==> config.mk <==
export PLATFORM = sky130hd
export DESIGN_NAME = pipelined_cpa
export DESIGN_NICKNAME = d
export VERILOG_FILES = /design/src/rtl/pipelined_cpa.sv
export SDC_FILE = /design/constraint.sdc
export NUM_CORES = 1
export LEC_CHECK = 0
export ABC_CLOCK_PERIOD_IN_PS = 8200
export CORE_MARGIN = 8
export CORE_UTILIZATION = 50
export DETAILED_ROUTE_END_ITERATION = 7
export PLACE_DENSITY = 0.74
export SYNTH_ARGS = -nofsm -noshare
export SYNTH_HDL_FRONTEND = slang
export SYNTH_SLANG_ARGS = --single-unit
==> constraint.sdc <==
create_clock -name clk -period 8.2 [get_ports clk]
set_input_delay 1.64 -clock clk [delete_from_list [all_inputs] [get_ports clk]]
set_output_delay 1.64 -clock clk [all_outputs]
set_load 0.1 [all_outputs]
==> src/rtl/pipelined_cpa.sv <==
// -----------------------------------------------------------------------------
// pipelined_cpa
//   Pipelined carry-propagate adder/subtractor. The WIDTH-bit operands are cut
//   into STAGES equal slices. Each register stage resolves one slice with a
//   ripple generate/propagate chain and passes the carry to the next stage.
//   The upper operand slices ride along, skewed, until their stage is reached.
//   A beat accepted on clock edge t is visible at the outputs after edge
//   t+STAGES-1, which is STAGES register stages in total. With STAGES=1 this
//   degenerates to one registered ripple adder.
//
//   Handshake: stage k loads whenever it is empty or its successor loads.
//   out_ready therefore ripples combinationally back to in_ready, and empty
//   stages (bubbles) are filled even while the output is stalled.
//
//   Optional build macro CPA_SATURATE_EN: on signed overflow the result is
//   clamped to the signed max/min chosen by the sign of a. cout and ovf are
//   still reported unmodified. Without the macro the sum wraps modulo
//   2^WIDTH.
//
// Parameters
//   WIDTH   operand/result width (must be a multiple of STAGES)
//   STAGES  pipeline depth and slice count (1..WIDTH)
//
// Ports
//   clk        rising-edge clock
//   rst        synchronous active-high reset
//   in_valid   operand beat valid
//   in_ready   block accepts a beat this cycle
//   a, b       operands
//   cin        carry in (add mode only)
//   sub        0: a+b+cin   1: a-b (a + ~b + 1)
//   out_valid  result beat valid
//   out_ready  downstream accepts the result
//   sum        result
//   cout       unsigned carry out of the MSB (sub mode: 1 = no borrow)
//   ovf        two's-complement signed overflow
// -----------------------------------------------------------------------------
module pipelined_cpa #(
  parameter int WIDTH  = 16,
  parameter int STAGES = 4
) (
  input  logic             clk,
  input  logic             rst,
  input  logic             in_valid,
  output logic             in_ready,
  input  logic [WIDTH-1:0] a,
  input  logic [WIDTH-1:0] b,
  input  logic             cin,
  input  logic             sub,
  output logic             out_valid,
  input  logic             out_ready,
  output logic [WIDTH-1:0] sum,
  output logic             cout,
  output logic             ovf
);

  localparam int SLICE = WIDTH / STAGES;

  // Ripple one slice. The result is packed as
  // {carry out, carry into slice MSB, slice sum}.
  // The carry into the MSB is kept so that the last stage can form ovf.
  function automatic logic [SLICE+1:0] slice_add(
    input logic [SLICE-1:0] x,
    input logic [SLICE-1:0] y,
    input logic             ci
  );
    logic [SLICE-1:0] g;
    logic [SLICE-1:0] p;
    logic [SLICE:0]   c;
    g    = x & y;
    p    = x ^ y;
    c    = '0;
    c[0] = ci;
    for (int i = 0; i < SLICE; i++) begin
      c[i+1] = g[i] | (p[i] & c[i]);
    end
    return {c[SLICE], c[SLICE-1], p ^ c[SLICE-1:0]};
  endfunction

  // Stage registers. Stage k holds:
  //   result slices 0..k in res_r,
  //   still-pending operand slices k+1.. in a_r and bx_r,
  //   the carry out of slice k in c_r.
  // The last stage is the output register.
  logic [STAGES-1:0] v;
  logic [STAGES-1:0] c_r;
  logic [WIDTH-1:0]  a_r   [STAGES];
  logic [WIDTH-1:0]  bx_r  [STAGES];
  logic [WIDTH-1:0]  res_r [STAGES];
  logic              ovf_r;

  // Per-stage load enables and the next values presented to each stage.
  logic [STAGES-1:0] ld;
  logic [STAGES-1:0] xv;
  logic [STAGES-1:0] nc;
  logic [WIDTH-1:0]  xa   [STAGES];
  logic [WIDTH-1:0]  xb   [STAGES];
  logic [WIDTH-1:0]  nres [STAGES];
  logic              novf;

  // Load enables are chained from the output back to the input. The chain
  // depends only on the valid bits and out_ready, never on in_valid.
  always_comb begin : handshake
    logic down;
    // NOTE: every always_comb output gets a default before any conditional
    // logic, so that no path can leave it unassigned and infer a latch.
    ld   = '0;
    down = out_ready;
    for (int k = STAGES - 1; k >= 0; k--) begin
      ld[k] = ~v[k] | down;
      down  = ld[k];
    end
  end

  assign in_ready = ld[0];

  always_comb begin : datapath
    logic             xc;
    logic [WIDTH-1:0] xr;
    logic [SLICE+1:0] t;
    xv   = '0;
    nc   = '0;
    novf = 1'b0;
    xc   = 1'b0;
    xr   = '0;
    t    = '0;
    for (int k = 0; k < STAGES; k++) begin
      if (k == 0) begin
        // Operand conditioning happens once, at acceptance.
        xv[k] = in_valid;
        xa[k] = a;
        xb[k] = sub ? ~b : b;
        xc    = sub | cin;
        xr    = '0;
      end else begin
        xv[k] = v[k-1];
        xa[k] = a_r[k-1];
        xb[k] = bx_r[k-1];
        xc    = c_r[k-1];
        xr    = res_r[k-1];
      end
      t       = slice_add(xa[k][k*SLICE +: SLICE], xb[k][k*SLICE +: SLICE], xc);
      nres[k] = xr;
      nres[k][k*SLICE +: SLICE] = t[SLICE-1:0];
      nc[k]   = t[SLICE+1];
      if (k == STAGES - 1) begin
        novf = t[SLICE+1] ^ t[SLICE];
      end
    end
`ifdef CPA_SATURATE_EN
    // Clamp in the final stage only, so that latency is unchanged.
    if (novf) begin
      nres[STAGES-1] = xa[STAGES-1][WIDTH-1] ? {1'b1, {(WIDTH-1){1'b0}}}
                                             : {1'b0, {(WIDTH-1){1'b1}}};
    end
`endif
  end

  always_ff @(posedge clk) begin
    if (rst) begin
      // NOTE: the data registers are reset together with the valid bits.
      // The output register must read zero after reset, and clearing the rest
      // keeps every stage free of X without any special cases.
      v     <= '0;
      c_r   <= '0;
      ovf_r <= 1'b0;
      for (int k = 0; k < STAGES; k++) begin
        a_r[k]   <= '0;
        bx_r[k]  <= '0;
        res_r[k] <= '0;
      end
    end else begin
      // NOTE: sequential state uses non-blocking assignments only. Each stage
      // then reads its predecessor's pre-edge value.
      for (int k = 0; k < STAGES; k++) begin
        if (ld[k]) begin
          v[k] <= xv[k];
          // A bubble moves in without disturbing data, so an idle output
          // keeps its last result.
          if (xv[k]) begin
            c_r[k]   <= nc[k];
            a_r[k]   <= xa[k];
            bx_r[k]  <= xb[k];
            res_r[k] <= nres[k];
          end
        end
      end
      if (ld[STAGES-1] && xv[STAGES-1]) begin
        ovf_r <= novf;
      end
    end
  end

  assign out_valid = v[STAGES-1];
  assign sum       = res_r[STAGES-1];
  assign cout      = c_r[STAGES-1];
  assign ovf       = ovf_r;

endmodule
### After elaboration in Yosys (flattened, before gate mapping)

Memories as Yosys holds them, arrays and structs flattened.
Cells that the tools add are included.
Widths: inputs -> output; s select.

| storage, ports and cells | value |
|---|---|
| flip-flop bits (word level) | 9 |
| RAM bits | 192 |
| input bits | 38 |
| output and inout bits | 20 |
| word-level logic and storage cells | 115 |
| memories kept | 3 |

| operators by class | value |
|---|---|
| mux-type cells | 31 |
| bitwise logic cells | 67 |
| reductions and logical operators | 5 |

Memories:

| name | depth | width | read ports | clocked after Yosys merged registers in | wr ports | line | source |
|---|---|---|---|---|---|---|---|
| a_r | 4 | 16 | 3 | 0 | 4 | 87 | `logic [WIDTH-1:0] a_r [STAGES];` |
| bx_r | 4 | 16 | 3 | 0 | 4 | 88 | `logic [WIDTH-1:0] bx_r [STAGES];` |
| res_r | 4 | 16 | 4 | 0 | 4 | 89 | `logic [WIDTH-1:0] res_r [STAGES];` |

Operator list:

| cell | count |
|---|---|
| $mux 16 | 13 |
| $or 1x1->1 | 33 |
| $xor 4x4->4 | 8 |
| $mux 1 | 18 |
| $and 1x1->1 | 16 |
| $and 4x4->4 | 4 |
| $not 16->16 | 1 |
| $reduce_and 2->1 | 4 |
| $not 1->1 | 4 |
| $logic_and 1x1->1 | 1 |
| $xor 1x1->1 | 1 |

### Logic depth before layout (Yosys ltp)

| logic depth | value |
|---|---|
| depth in word-level cells | 11 |
| gate-level depth with buffers | 10 |
| depth with buffers taken out | 10 |

### Worst setup path after synthesis

No wires, ideal clock.

| timing path | value |
|---|---|
| path kind | input to output |
| from | input out_ready |
| to | output in_ready |
| arrival | 2.610 ns |
| data required time | 6.560 ns |
| path slack | 3.950 ns |
| stages on the path | 3 |
| cell sequence | and4b_1 > buf_6 > nand2_1 |

| on the way | value |
|---|---|
| cells in the longest elaborated chain, start to end | 4 |

Ends and longest elaborated chain:

| element | line | source |
|---|---|---|
| start, declared | 51 | `input logic out_ready,` |
| $or 1x1->1 (4 in a row) | 110 | `ld[k] = ~v[k] \| down;` |
| end, declared | 45 | `output logic in_ready,` |

Every way passes these cells.

### Worst setup path in the final report

Same ends and word-level chain as after synthesis.

==> qor.yml <==
timing:
  period_share_pct: 65.6
  postLayoutSetupSlackWorst_ps: 2820
  timing.slew.headroom_pct: 31.8
  skew_ps: 6.61
  fmax_mhz: 186
  tns_ps: 0
  hold_violations: 0
  worst_pin_slew_ps: 1020
  setup_violations: 0
  rsz0062_at_grt: "false"
  slew_viol_final: 0
  min_period_ps: 5380
critical_path:
  critPathMaxFanout: 6
  path_class: "input port to primary output"
  rrSetupSlack_ps: 5640
  rr_startpoint: "bx_r[0][44]$_SDFFCE_PN0P_"
  worst_setup_path_start_kind: "input port"
  reg2reg_depth: 8
  end_kind: "primary output"
  cp.arrival_ps: 3740
  rr_endpoint: "res_r[3][15]$_SDFFCE_PN0P_"
  crit_required_ps: 6560
synth:
  ys_warn_count: 0
  ys_types: 33
  synth-seq-cells: 97
  synth_top_area_share_pct: 61.9
  syn_area_um2: 4270
  syn_inst: 297
  synth_top_cell_by_area: "edfxtp_1"
  yosys-top-cells-area: "edfxtp_1 62%, and2_1 9.8%, fa_1 7.5%, dfxtp_1 4.2%, xnor2_1 3.3%"
  syn_area_per_cell_um2: 14.4
  synth.net_count: 351
  ys_seq_area_share_pct: 66.1
grt:
  grt-ovfl-total: 0
  antenna_found_initial: 0
  grt_pass1_wl_mm: 9.22
  grt_pass1_vias: 2168
  grtUsageTotal_pct: 9.90
  grt_max_degree: 29
floorplanning:
  rows: 33
  io_pins: 58
  die_w_um: 108
  initial_core_util_pct: 51.7
  core_um2: 8260
  fp.dieArea_um2: 11800
  dieHeight_um: 108
routing:
  drc_errors: 0
  routed_via_density: 4.65
  drtIter0Drc: 59
  firstDrtPassIters: 4
  ant_nets: 0
  wirelength_mm: 5.49
  wl_per_cell_um: 11.9
  num_vias: 2143
clock_network:
  numClockSinks: 97
  cts_resized: 0
  cts_buffers: 9
  cts_max_level: 3
  clock-root-buffer: "clkbuf_8"
  clockBufferDepth: 2
  clkTransAtPathRegs_ps: 90
  cts_tree: "yes"
  hold_buffers: 0
  clock_latency_ps: 350
  post-cts-setup-buffer-count: 0
flow_run:
  cap_violations: 0
placed_design:
  dp_slack_ps: 2830
  dpl.cell_count: 445
  routabilityCongestion: 0.723
  io_buffers: 57
  postPlaceCellArea_um2: 4880
  hpwlAfterDp_mm: 4.20
power:
  intPower_w: 0.000760
  p_sw_w: 0.000244
  ir_drop_uv: 94.8
  switching_share_pct: 24.3
  seqPwrFrac_pct: 57.7
  leakage_nw: 1.89
  power.density_nw_per_um2: 198
  p_comb_share_pct: 11.8
  p_clk_share_pct: 30.5
hold_path:
  hold_depth: 2
  min_from: "ovf$_SDFFE_PP0P_"
  hold_class: "register to register"
  min_to: "ovf$_SDFFE_PP0P_"
finish:
  area_growth_pct: 19.0
  final_cell_area_um2: 5080
  fill_cells: 691
  n_antenna_cell: 0
  final_nets: 405
  fin_cells: 461
  drive_gt1_share_pct: 5.90
  fin_util_pct: 61.5
run_status:
  status: "complete, no violations"
-- registers in the layout, summed over array words and instances (netlist names) --
| signal | cells |
|---|---|
| v | 4 |
| a_r | 24 |
| c_r | 4 |
| bx_r | 24 |
| res_r | 40 |
| ovf | 1 |
-- metal layers --
metal / up-vias / global-route usage, % / wire [um]
met3: 6 / 3.21 / 408
met1: 971 / 11.2 / 2470
met4: 0 / 4.40 / 72
met2: 63 / 16.8 / 2530
met5: - / 0 / 0
li1: 1103 / - / -
-- synthesized netlist by cell type --
cell type and n:
nand3b_1 1, nor3b_1 1, nand3_1 1, edfxtp_1 88
nand2b_1 1, and4b_1 1, nand4b_1 2, a21o_1 4
dfxtp_1 9, nor3_2 1, clkbuf_2 2, a311oi_1 3
nor2_1 17, nor2b_1 2, nor4_1 6, buf_2 3
xnor2_1 16, o21ai_2 1, nand2_1 2, a21boi_2 1
o21ai_0 1, buf_6 3, a31oi_1 1, inv_1 28
a21oi_1 8, o311ai_0 1, clkbuf_1 3, and2_1 67
and3b_1 1, xor2_1 1, nor3_4 2, fa_1 16
buf_4 3
-- layout by cell type (no fill, tap or decap), types with 3 or more instances in the layout --
master,instances
a21o_1,4
a21oi_1,8
a311oi_1,3
and2_1,67
clkbuf_8,9
clkdlybuf4s50_1,57
dfxtp_1,9
edfxtp_1,88
fa_1,16
inv_1,28
nor2_1,17
nor4_1,6
xnor2_1,16
-- how the worst max path moves through the flow --
stage	from	to	slack (ps)	cells past startpoint
after detailed placement	out_ready	in_ready	2830	4
after CTS	out_ready	in_ready	2820	4
after floorplan	out_ready	in_ready	3950	3
after global placement	out_ready	in_ready	2850	4
final	out_ready	in_ready	2820	4
after global routing	out_ready	in_ready	2780	4
-- power groups by stage --
stage                     Sequential [W]  Combinational, W  Clock [W]
final                           0.000580          0.000118   0.000307
after global routing            0.000583          0.000129   0.000331
after CTS                       0.000580          0.000121   0.000312
after detailed placement        0.000591          0.000120          0
after global placement          0.000590          0.000118          0
after floorplan                 0.000619         0.0000523          0
-- kinds of logic (layout without fill, tap and decap cells) --
| logic type | after synthesis | after routing | synth area share [%] |
|---|---|---|---|
| XOR/XNOR | 17 | 17 | 3.49 |
| buffers and inverters | 42 | 101 | 4.63 |
| AND/OR/NAND/NOR | 105 | 105 | 15.1 |
| AO/OA/AOI/OAI | 20 | 20 | 3.19 |
| adder cells (fa/ha/maj) | 16 | 16 | 7.50 |
| flip-flops | 97 | 97 | 66.1 |
-- critical path, stage by stage --
cell and delay (ps):
clkdlybuf4s50_1 530, and4b_1 310, nand2_1 120, clkdlybuf4s50_1 1130
-- cell type report --
cell class	count	area, um2	share of cell area [%]
flip-flops and latches	97	2820	55.5
clock buffers	9	124	2.44
multi-input cells	158	1250	24.6
clock inverters	7	77.6	1.53
inverters	28	105	2.07
repair buffers	57	571	11.2
well taps	105	131	2.58
-- stage by stage --
step	total power, W	hold WS [ps]
floorplan	0.000671	488
detailed placement	0.000712	481
finish	0.00100	489
CTS	0.00101	494
global route	0.00104	532
global placement	0.000708	461
No activity file was read; power rests on OpenSTA's default activity.
